<file path="src/rtl/tft_in_pio_pkg.sv">
// tft_in_pio_pkg
// Shared constants for the tft_in_pio input port: Avalon register
// addresses, edge-type encodings and the debounce counter width helper.
package tft_in_pio_pkg;

    localparam logic [1:0] ADDR_DATA = 2'd0;
    localparam logic [1:0] ADDR_RSVD = 2'd1;
    localparam logic [1:0] ADDR_MASK = 2'd2;
    localparam logic [1:0] ADDR_EDGE = 2'd3;

    localparam int EDGE_FALL = 0;
    localparam int EDGE_RISE = 1;
    localparam int EDGE_ANY  = 2;

    // Counter must hold 0..cycles; keep at least one bit so the debounce
    // bypass configuration still elaborates to a legal vector.
    function automatic int cnt_width(input int cycles);
        return (cycles < 1) ? 1 : $clog2(cycles + 1);
    endfunction

endpackage

</file>
<file path="src/rtl/tft_in_debounce.sv">
// tft_in_debounce
// One input bit: 2-flop synchronizer, debounce counter, stable value S and
// its delayed copy S_d, plus the selected edge strobe.
// Ports:
//   clk, reset_n : system clock, async active-low reset
//   pin_i        : asynchronous board input
//   data_o       : debounced stable value S
//   edge_o       : one-cycle strobe when S changes in the selected direction
module tft_in_debounce
    import tft_in_pio_pkg::*;
#(
    parameter int   DEBOUNCE_CYCLES = 16,
    parameter int   EDGE_TYPE       = EDGE_FALL,
    parameter logic RESET_BIT       = 1'b1
) (
    input  logic clk,
    input  logic reset_n,
    input  logic pin_i,
    output logic data_o,
    output logic edge_o
);

    localparam int             CW      = cnt_width(DEBOUNCE_CYCLES);
    localparam logic [CW-1:0]  CNT_MAX = CW'(DEBOUNCE_CYCLES);

    logic          meta_q;
    logic          sync_q;
    logic          stable_q;
    logic          stable_d;
    logic          prev_q;
    logic [CW-1:0] cnt_q;
    logic [CW-1:0] cnt_d;

    always_comb begin
        stable_d = stable_q;
        cnt_d    = cnt_q;
        if (DEBOUNCE_CYCLES == 0) begin
            stable_d = sync_q;
            cnt_d    = '0;
        end else if (sync_q == stable_q) begin
            cnt_d = '0;
        end else if (cnt_q == CNT_MAX) begin
            // Counter never runs past CNT_MAX: accepting the change clears it.
            stable_d = sync_q;
            cnt_d    = '0;
        end else begin
            cnt_d = cnt_q + CW'(1);
        end
    end

    always_ff @(posedge clk or negedge reset_n) begin
        if (!reset_n) begin
            meta_q   <= RESET_BIT;
            sync_q   <= RESET_BIT;
            stable_q <= RESET_BIT;
            prev_q   <= RESET_BIT;
            cnt_q    <= '0;
        end else begin
            meta_q   <= pin_i;
            sync_q   <= meta_q;
            stable_q <= stable_d;
            prev_q   <= stable_q;
            cnt_q    <= cnt_d;
        end
    end

    always_comb begin
        if (EDGE_TYPE == EDGE_RISE) begin
            edge_o = ~prev_q & stable_q;
        end else if (EDGE_TYPE == EDGE_ANY) begin
            edge_o = prev_q ^ stable_q;
        end else begin
            edge_o = prev_q & ~stable_q;
        end
    end

    assign data_o = stable_q;

endmodule

</file>
<file path="src/rtl/tft_in_pio.sv">
// tft_in_pio
// Avalon-MM slave input port with per-bit debounce, edge capture and a
// maskable level interrupt. Zero-wait-state reads and writes.
// Ports:
//   clk, reset_n           : system clock, async active-low reset
//   address, chipselect,
//   write_n, writedata     : Avalon slave write side
//   readdata               : combinational read data selected by address
//   in_port                : asynchronous board inputs
//   irq                    : level interrupt, |(EDGE_CAPTURE & IRQ_MASK)
module tft_in_pio
    import tft_in_pio_pkg::*;
#(
    parameter int               WIDTH           = 4,
    parameter int               DEBOUNCE_CYCLES = 16,
    parameter int               EDGE_TYPE       = EDGE_FALL,
    parameter logic [WIDTH-1:0] RESET_VALUE     = {WIDTH{1'b1}}
) (
    input  logic             clk,
    input  logic             reset_n,
    input  logic [1:0]       address,
    input  logic             chipselect,
    input  logic             write_n,
    input  logic [WIDTH-1:0] writedata,
    output logic [WIDTH-1:0] readdata,
    input  logic [WIDTH-1:0] in_port,
    output logic             irq
);

    logic [WIDTH-1:0] data_vec;
    logic [WIDTH-1:0] edge_vec;
    logic [WIDTH-1:0] mask_q;
    logic [WIDTH-1:0] mask_d;
    logic [WIDTH-1:0] cap_q;
    logic [WIDTH-1:0] cap_d;
    logic [WIDTH-1:0] clr_vec;
    logic             wr_en;

    for (genvar i = 0; i < WIDTH; i++) begin : g_bit
        tft_in_debounce #(
            .DEBOUNCE_CYCLES (DEBOUNCE_CYCLES),
            .EDGE_TYPE       (EDGE_TYPE),
            .RESET_BIT       (RESET_VALUE[i])
        ) u_deb (
            .clk     (clk),
            .reset_n (reset_n),
            .pin_i   (in_port[i]),
            .data_o  (data_vec[i]),
            .edge_o  (edge_vec[i])
        );
    end

    assign wr_en = chipselect & ~write_n;

    always_comb begin
        mask_d  = mask_q;
        clr_vec = '0;
        if (wr_en && (address == ADDR_MASK)) begin
            mask_d = writedata;
        end
        if (wr_en && (address == ADDR_EDGE)) begin
            clr_vec = writedata;
        end
        // Set is ORed after the clear so a coincident edge keeps the bit.
        cap_d = (cap_q & ~clr_vec) | edge_vec;
    end

    always_ff @(posedge clk or negedge reset_n) begin
        if (!reset_n) begin
            mask_q <= '0;
            cap_q  <= '0;
        end else begin
            mask_q <= mask_d;
            cap_q  <= cap_d;
        end
    end

    assign irq = |(cap_q & mask_q);

    always_comb begin
        readdata = '0;
        case (address)
            ADDR_DATA: readdata = data_vec;
            ADDR_MASK: readdata = mask_q;
            ADDR_EDGE: readdata = cap_q;
            default:   readdata = '0;
        endcase
    end

endmodule

</file>
<file path="config.mk">
export PLATFORM = sky130hd
export DESIGN_NAME = tft_in_pio
export DESIGN_NICKNAME = d
export VERILOG_FILES = /design/src/rtl/tft_in_pio_pkg.sv /design/src/rtl/tft_in_debounce.sv /design/src/rtl/tft_in_pio.sv
export SDC_FILE = /design/constraint.sdc
export NUM_CORES = 1
export LEC_CHECK = 0
export BUFFER_PORTS_ARGS = -buffer_cell sky130_fd_sc_hd__buf_4
export CAP_MARGIN = 5
export CORE_MARGIN = 10
export CORE_UTILIZATION = 56
export DETAILED_ROUTE_END_ITERATION = 7
export PLACE_DENSITY = 0.8
export REMOVE_ABC_BUFFERS = 1
export SLEW_MARGIN = 40
export SYNTH_ARGS = -nofsm -noshare
export SYNTH_HDL_FRONTEND = slang
export SYNTH_SLANG_ARGS = --single-unit
</file>
<file path="constraint.sdc">
create_clock -name clk -period 1.9 [get_ports clk]
set_clock_uncertainty 0.2 [all_clocks]
set_input_delay 0 -clock clk [delete_from_list [all_inputs] [get_ports clk]]
set_output_delay 0 -clock clk [all_outputs]
set_load 0.005 [all_outputs]
</file>
* Yosys cells after proc, flatten, opt, wreduce, memory -nomap -nowiden *
Cells that the tools add are included.

storage, ports and cells
  bits in registers = 44
  input port bits = 14
  output and inout port bits = 5
  word-level logic and storage cells = 72

operators by class
  add/subtract/negate cells = 4
  eq/ne operators = 10
  muxes and demuxes = 10
  bitwise logic cells = 18
  reduce and logical (&&, ||, !) cells = 8

operator list
  operator             number
  $mux 5               8
  $add 5x1->5 const B  4
  $eq 5x5->1 const B   4
  $pmux 4 s3           1
  $not 1->1            9
  $and 4x4->4          2
  $reduce_and 2->1     4
  $and 1x1->1          5
  $eq 1x1->1           4
  $eq 2x2->1 const B   2
  $mux 4               1
  $not 4->4            1
  $or 4x4->4           1
  $reduce_or 4->1      1
  $logic_and 1x1->1    2
  $logic_not 2->1      1

* Longest topological paths before layout *
Gate-level depths: netlist of run 1.

  depth in word-level cells = 7
  gate-level depth with buffers = 5
  mapped depth without buffers = 5

* Cells and area by module *
From an unflattened synthesis of run 1, not the netlist that was laid out.

second synthesis, totals
  cell total of the unflattened synthesis = 159
  area, all modules = 1,944.4 µm²

modules (own cells, without submodules)
  module           times used  cells each  area an instance (µm²)  seq. area each (µm²)
  tft_in_debounce  4           29          370.4                   230.2
  tft_in_pio       1           43          462.9                   200.2

* Least setup slack after synthesis of run 1 *
Ideal clock, no wire load.

  path kind = register -> register
  start = register g_bit[2].u_deb.cnt_q[0]
  end = register g_bit[2].u_deb.stable_q
  setup time = 82 ps
  data arrival time = 1,104 ps
  required time = 1,618 ps
  setup slack = 513 ps
  stages on the path, launching flop included = 6
  buffers on the path = 0
  clock period less this slack = 1,387 ps
  cell sequence = dfrtp_1 inv_1 ha_1 nand2_1 nor3_1 mux2_2

between the ends
  longest elaborated chain between the ends = 2

ends and longest elaborated chain
  element                     line                   RTL
  from (decl)                 tft_in_debounce.sv:31  logic [CW-1:0] cnt_q;
  from (signal assigned)      tft_in_debounce.sv:63  cnt_q <= cnt_d;
  $eq 5x5->1                  tft_in_debounce.sv:42  end else if (cnt_q == CNT_MAX) begin
  $reduce_and 2->1 (no line)  --
  to (signal assigned)        tft_in_debounce.sv:61  stable_q <= stable_d;
  to (decl)                   tft_in_debounce.sv:28  logic stable_q;

Every way passes these cells.
A chain may end at the register's enable or synchronous reset.

* Final worst setup path of run 1 *
  start = input port write_n
  end = register mask_q[0]

between the ends
  longest elaborated chain between the ends = 3

ends and longest elaborated chain
  element               line              RTL
  from (decl)           tft_in_pio.sv:23  input logic write_n,
  $not 1->1             tft_in_pio.sv:53  assign wr_en = chipselect & ~write_n;
  $and 1x1->1           tft_in_pio.sv:53
  $logic_and 1x1->1     tft_in_pio.sv:58  if (wr_en && (address == ADDR_MASK)) begin
  to (signal assigned)  tft_in_pio.sv:73  mask_q <= mask_d;
  to (decl)             tft_in_pio.sv:32  logic [WIDTH-1:0] mask_q;

Every way passes these cells.

==> flow_summary.ini, run 1 <==
[drt]
ant_nets = 0
wire_per_inst_um = 14.8
via_per_inst = 5.19
drt_iter0_markers = 77
wl_um = 3530
vias = 1236
firstDrtPassIters = 4
drc = 0

[die]
die_h_um = 78.2
die_area_um2 = 6120
die_x_um = 78.2
ios = 19
start_util_pct = 57.4
placementRows = 21
core_um2 = 3310

[synth]
ys_ff_latch = 44
avgSynthCellArea_um2 = 12.7
syn-cell-area_um2 = 1900
async_flop_share_pct = 100
synth_edf_count = 0
synthDistinctLibCells = 20
seq_area_frac_synth_pct = 59.0
ys_warn_count = 0
synth_cells = 150
synthFlopType = dfrtp_1

[power]
finalPower_mw = 1.84
vdd_drop_max_uv = 630
p_per_area_nw_per_um2 = 790
p_leak_nw = 1.08

[final_layout]
drive_above_1_share_pct = 29.2
multi_input_area_um2 = 722
regArea_um2 = 1120
n_fill_cell = 246
area_growth_pct = 22.9
final_cell_area_um2 = 2330
num_antenna_cells = 0
layout.nets = 213

[worst_setup_path]
cp-start-kind = primary input
cpPeakStageDelay_ns = 0.56
reg2reg_from = g_bit[1].u_deb.cnt_q[0]
cp.arrival_ns = 1.89
criticalPathCategory = in -> reg
worstPathMaxFanout = 4
worstPathRequired_ns = 1.94
cpMostUsedCell = dlygate4sd3_1
cp-startpoint = write_n
critPathSlowestCell = dlygate4sd3_1
end_kind = flop
cpLargestDelayFamily = buffers and inverters
worstPathCellList = dlygate4sd3_1 > buf_4 > and4bb_4 > mux2_4 > dlygate4sd3_1
crit_buf_inv = 3

[placed_design]
gp_congestion = 0.791
dp_hpwl_um = 2530
post_dp_cell_area_um2 = 2080
portBuffers = 18

[clock_tree]
cts_buffers = 5
cts_tree = built
ctsResizeCount = 0
cts-root-buf = clkbuf_4
clkTransAtPathRegs_ns = 0.13
ctsHtreeMaxLevel = 2
clk-insertion-delay-late_ns = 0.36
cts_buffer_depth = 2
clkSinkCount = 44

[global_routing]
grt_pass1_vias = 1371
grt_pass1_wl_um = 6290
overflow = 0
grt_usage_pct = 12.5
grt_max_degree = 45
grt_antenna_before_repair = 0

[sta]
setup_tns_ns = 0
hold_viol = 0
rsz0062_at_grt = false
min_period_ns = 1.85
setup_viol = 0
fmax_ghz = 0.540
relSlewSlack_pct = 65.1
finalMaxSlewViolations = 0
tightest_slew_ns = 0.523
final.period_utilization_pct = 97.4

[worst_hold_path]
hold_start = address[1]
hold_path.class = in -> reg

[status]
status = finished, final reports clean

[run]
cap_viol_max_count = 0
-- through the flow --
step	setup slack, ns	hold WS (ns)	cells	util [%]
after global routing	0.0266	0.0655	238	70.5
after floorplan	0.513	-0.496	149	-
after CTS	0.0413	0.0464	238	70.5
after detailed placement	0.386	-0.181	213	62.8
after global placement	0.493	-0.191	213	62.8
final	0.0498	0.0568	238	70.5
-- synthesized netlist by cell type (2+ instances only) --
master / number / area, µm²
xor2_1: 9 / 78.8
and2_1: 7 / 43.8
nand3_1: 8 / 40.0
a22o_1: 8 / 70.1
a22oi_1: 2 / 15.0
inv_1: 12 / 45.0
mux2_2: 8 / 90.1
dfrtp_1: 28 / 701
o31ai_1: 3 / 22.5
dfstp_2: 16 / 420
xnor2_1: 7 / 61.3
ha_1: 8 / 100
nand2_1: 9 / 33.8
nor2_1: 14 / 52.6
mux2_4: 4 / 60.1
nor3_1: 3 / 15.0
-- kinds of logic after synthesis --
group | after synthesis | synth area share (%)
flops | 44 | 59.0
fa+ha+maj | 8 | 5.27
compound gates | 13 | 5.67
buf+inv | 13 | 2.96
xor+xnor | 16 | 7.38
mux | 12 | 7.91
simple gates | 44 | 11.8
-- path summary, 6_finish.rpt --
check                                   endpoint  slack, ns  cells after the start
setup reg to reg           g_bit[1].u_deb.data_o       0.35                      5
setup / recovery                       mask_q[0]       0.05                      5
min in group asynchronous               cap_q[1]       0.50                      3
hold reg to reg            g_bit[0].u_deb.sync_q       0.17                      0
max in group asynchronous  g_bit[0].u_deb.prev_q       0.62                      3
hold / removal                          cap_q[3]       0.06                      4
-- repair_timing --
item,4_1_cts,5_1_grt
setup buffers,0,0
hold buffers,17,0
setup endpoints to repair,0,2
endpoints found under the hold margin,56,0
-- worst register-to-register path: stages (launching register included) --
cell	delay (ns)
dfrtp_1	0.44
inv_1	0.07
ha_1	0.16
nand2_1	0.07
nor3_1	0.20
mux2_2	0.37
-- layout by cell type (no fill, tap or decap), types with 2 or more instances in the layout --
cell type,instances
inv_1,12
o31ai_1,3
dfrtp_1,28
clkbuf_4,5
xnor2_1,7
a22oi_1,2
nand2_1,9
dfstp_2,16
nor3_1,3
buf_4,18
ha_1,8
mux2_2,8
mux2_4,4
nand3_1,8
and2_1,7
a22o_1,8
xor2_1,9
dlygate4sd3_1,17
nor2_1,14
-- per-layer routing --
layer | track usage, % | wire, µm
met4 | 4.30 | 40
met2 | 21.5 | 1800
met1 | 14.5 | 1540
met3 | 3.64 | 138
met5 | 0 | 0
-- cell type report --
type,count,area share (%)
timing repair buffer,35,13.1
clock buffer,5,1.61
inverter,12,1.93
sequential,44,48.0
multi-input combinational,93,30.9
clock inverter,3,1.98
tap,46,2.47
-- registers in the layout, indices dropped and copies added (netlist names) --
register / flops
g_bit.u_deb.prev_q: 4
g_bit.u_deb.meta_q: 4
cap_q: 4
mask_q: 4
g_bit.u_deb.cnt_q: 20
g_bit.u_deb.data_o: 4
g_bit.u_deb.sync_q: 4
-- where the power goes --
| group | total (mW) | switching (mW) | internal, mW |
|---|---|---|---|
| clock network | 0.591 | 0.310 | 0.281 |
| logic | 0.217 | 0.0822 | 0.135 |
| registers | 1.04 | 0.0437 | 0.993 |
| total | 1.84 | 0.436 | 1.41 |
(Power assumes the default switching activity.)
==> inputs of run 2 (changes only) <==
--- a/config.mk
+++ b/config.mk
@@ -5,12 +5,13 @@
 export SDC_FILE = /design/constraint.sdc
 export NUM_CORES = 1
 export LEC_CHECK = 0
-export BUFFER_PORTS_ARGS = -buffer_cell sky130_fd_sc_hd__buf_4
+export BUFFER_PORTS_ARGS = -buffer_cell sky130_fd_sc_hd__buf_2
 export CAP_MARGIN = 5
 export CORE_MARGIN = 10
-export CORE_UTILIZATION = 56
+export CORE_UTILIZATION = 55
 export DETAILED_ROUTE_END_ITERATION = 7
-export PLACE_DENSITY = 0.8
+export GPL_ROUTABILITY_DRIVEN = 0
+export PLACE_DENSITY = 0.79
 export REMOVE_ABC_BUFFERS = 1
 export SLEW_MARGIN = 40
 export SYNTH_ARGS = -nofsm -noshare
==> run 2 against run 1 <==
  * Hold slack worse by 0.039 ns
  * Non-clock buffer count decreased by 3
  * Largest cell class unchanged
  * Die area up 1.4%
  * Sequential share of layout area rose by 1.8 points
==> flow_summary.ini, run 2 (synthesized netlist as in run 1, its figures left out) <==
[status]
status = finished, final reports clean

[worst_setup_path]
worstPathCellList = mux2_2 > a22o_1 > buf_2
reg2reg_from = mask_q[1]
r2r-end = mask_q[1]
rr_worst_depth = 2
end_kind = output pin
cp-startpoint = cap_q[3]
worstPathRequired_ns = 1.70
endpoint = readdata[3]
worstPathMaxFanout = 3
cp.arrival_ns = 1.35
critPathSlowestCell = dfrtp_1
cpPeakStageDelay_ns = 0.42
cp-start-kind = flop
criticalPathCategory = reg -> out
ff2ff_setup_slack_ns = 0.36

[global_routing]
grt_pass1_wl_um = 5890
overflow = 0
grt_antenna_before_repair = 0
grt_usage_pct = 11.9
grt_max_degree = 45
grt_pass1_vias = 1322

[final_layout]
n_fill_cell = 255
regArea_um2 = 1120
layout.nets = 210
final_cell_area_um2 = 2250
drive_above_1_share_pct = 29.6
num_antenna_cells = 0
layout_commonest_cell = dfrtp_1
largest_register = g_bit.u_deb.cnt_q
area_growth_pct = 18.4
largest_register_ffs = 20
fin_cells = 235
layout_common_cells = dfrtp_1, buf_2, dfstp_2
multi_input_area_um2 = 722

[power]
clockPowerShare_pct = 31.4
p_int_mw = 1.39
switching_power_mw = 0.409
p_per_area_nw_per_um2 = 800
pwr-share-seq_pct = 57.6
vdd_drop_max_uv = 486
p_leak_nw = 1.05
p_comb_share_pct = 11.1
switching_share_pct = 22.8

[clock_tree]
clkTransAtPathRegs_ns = 0.12
ctsHtreeMaxLevel = 2
cts_tree = built
clk-insertion-delay-late_ns = 0.35
ctsResizeCount = 0
cts-root-buf = clkbuf_4
cts_buffers = 5
cts_buffer_depth = 2
clkSinkCount = 44

[die]
die_h_um = 78.8
placementRows = 21
ios = 19
core_um2 = 3340
die_x_um = 78.8
die_area_um2 = 6200
start_util_pct = 56.9

[placed_design]
post_dp_cell_area_um2 = 2040
dp_hpwl_um = 2410
portBuffers = 18
dp.cells = 214

[run]
cap_viol_max_count = 0

[sta]
tightest_slew_ns = 0.525
setup_tns_ns = 0
relSlewSlack_pct = 65.0
min_period_ns = 1.55
rsz0062_at_grt = false
hold_viol = 0
finalMaxSlewViolations = 0
final.period_utilization_pct = 81.6
setup_viol = 0
fmax_ghz = 0.645
holdWs_ns = 0.0179

[worst_hold_path]
hold_path.class = in -> reg
hold_start = write_n

[drt]
via_per_inst = 5.06
ant_nets = 0
vias = 1190
wl_um = 3420
drc = 0
wire_per_inst_um = 14.6
drt_iter0_markers = 44
firstDrtPassIters = 4
## run 2: cell count changes in the layout (fill, tap and decap cells not counted), sizes merged
| cell | change |
|---|---|
| clkbuf | +1 |
| clkinvlp | -1 |
| buf | +1 |
| dlygate4sd3 | -4 |
| clkinv | +1 |
| inv | -1 |
## run 2: metal layers
metal	part of all wire, %	GRT usage [%]
met5	0	0
met1	44	13.0
met2	51	20.6
met3	3.9	4.62
met4	1.2	4.30
## run 2: power groups by stage
stage	Clock, mW	Combinational [mW]	Sequential, mW
6_report	0.564	0.199	1.04
5_1_grt	0.614	0.225	1.04
4_1_cts	0.580	0.203	1.04
3_5_place_dp	0	0.161	1.05
3_3_place_gp	0	0.152	1.05
2_1_floorplan	0	0.0977	1.04
## run 2: final cells by class
type                       instances  share of cell area (%)
sequential                        44                    49.8
multi-input combinational         93                    32.1
timing repair buffer              32                    10.1
tap                               46                    2.56
inverter                          12                    2.00
clock buffer                       6                    1.84
clock inverter                     2                    1.56
## run 2: worst min-delay path by stage
stage,to,slack [ns],cells after the start
6_report,cap_q[3],0.02,4
5_1_grt,cap_q[0],0.02,4
4_1_cts,cap_q[1],0.003,4
3_5_place_dp,g_bit[1].u_deb.cnt_q[0],-0.1,2
3_3_place_gp,g_bit[1].u_deb.cnt_q[0],-0.11,2
2_1_floorplan,cap_q[0],-0.50,0
## run 2: what timing repair did
| item | CTS | global route |
|---|---|---|
| hold buffers | 13 | 0 |
| setup buffers | 0 | 0 |
| hold endpoints to repair | 56 | 0 |
| setup endpoints to repair | 0 | 0 |
## run 2: per-stage QoR
| stage | setup WS, ns | total power [mW] | util [%] |
|---|---|---|---|
| after floorplan | 0.513 | 1.14 | - |
| after global placement | 0.488 | 1.20 | 61.2 |
| after detailed placement | 0.383 | 1.21 | 61.2 |
| after CTS | 0.336 | 1.82 | 67.4 |
| after global routing | 0.264 | 1.88 | 67.4 |
| final | 0.350 | 1.80 | 67.4 |
## run 2: worst max-delay path: cells and delay by family, from the launching register on
family          cells  cell delay [ns]
buf+inv             1             0.13
mux                 1             0.27
flops               1             0.42
compound gates      1             0.19
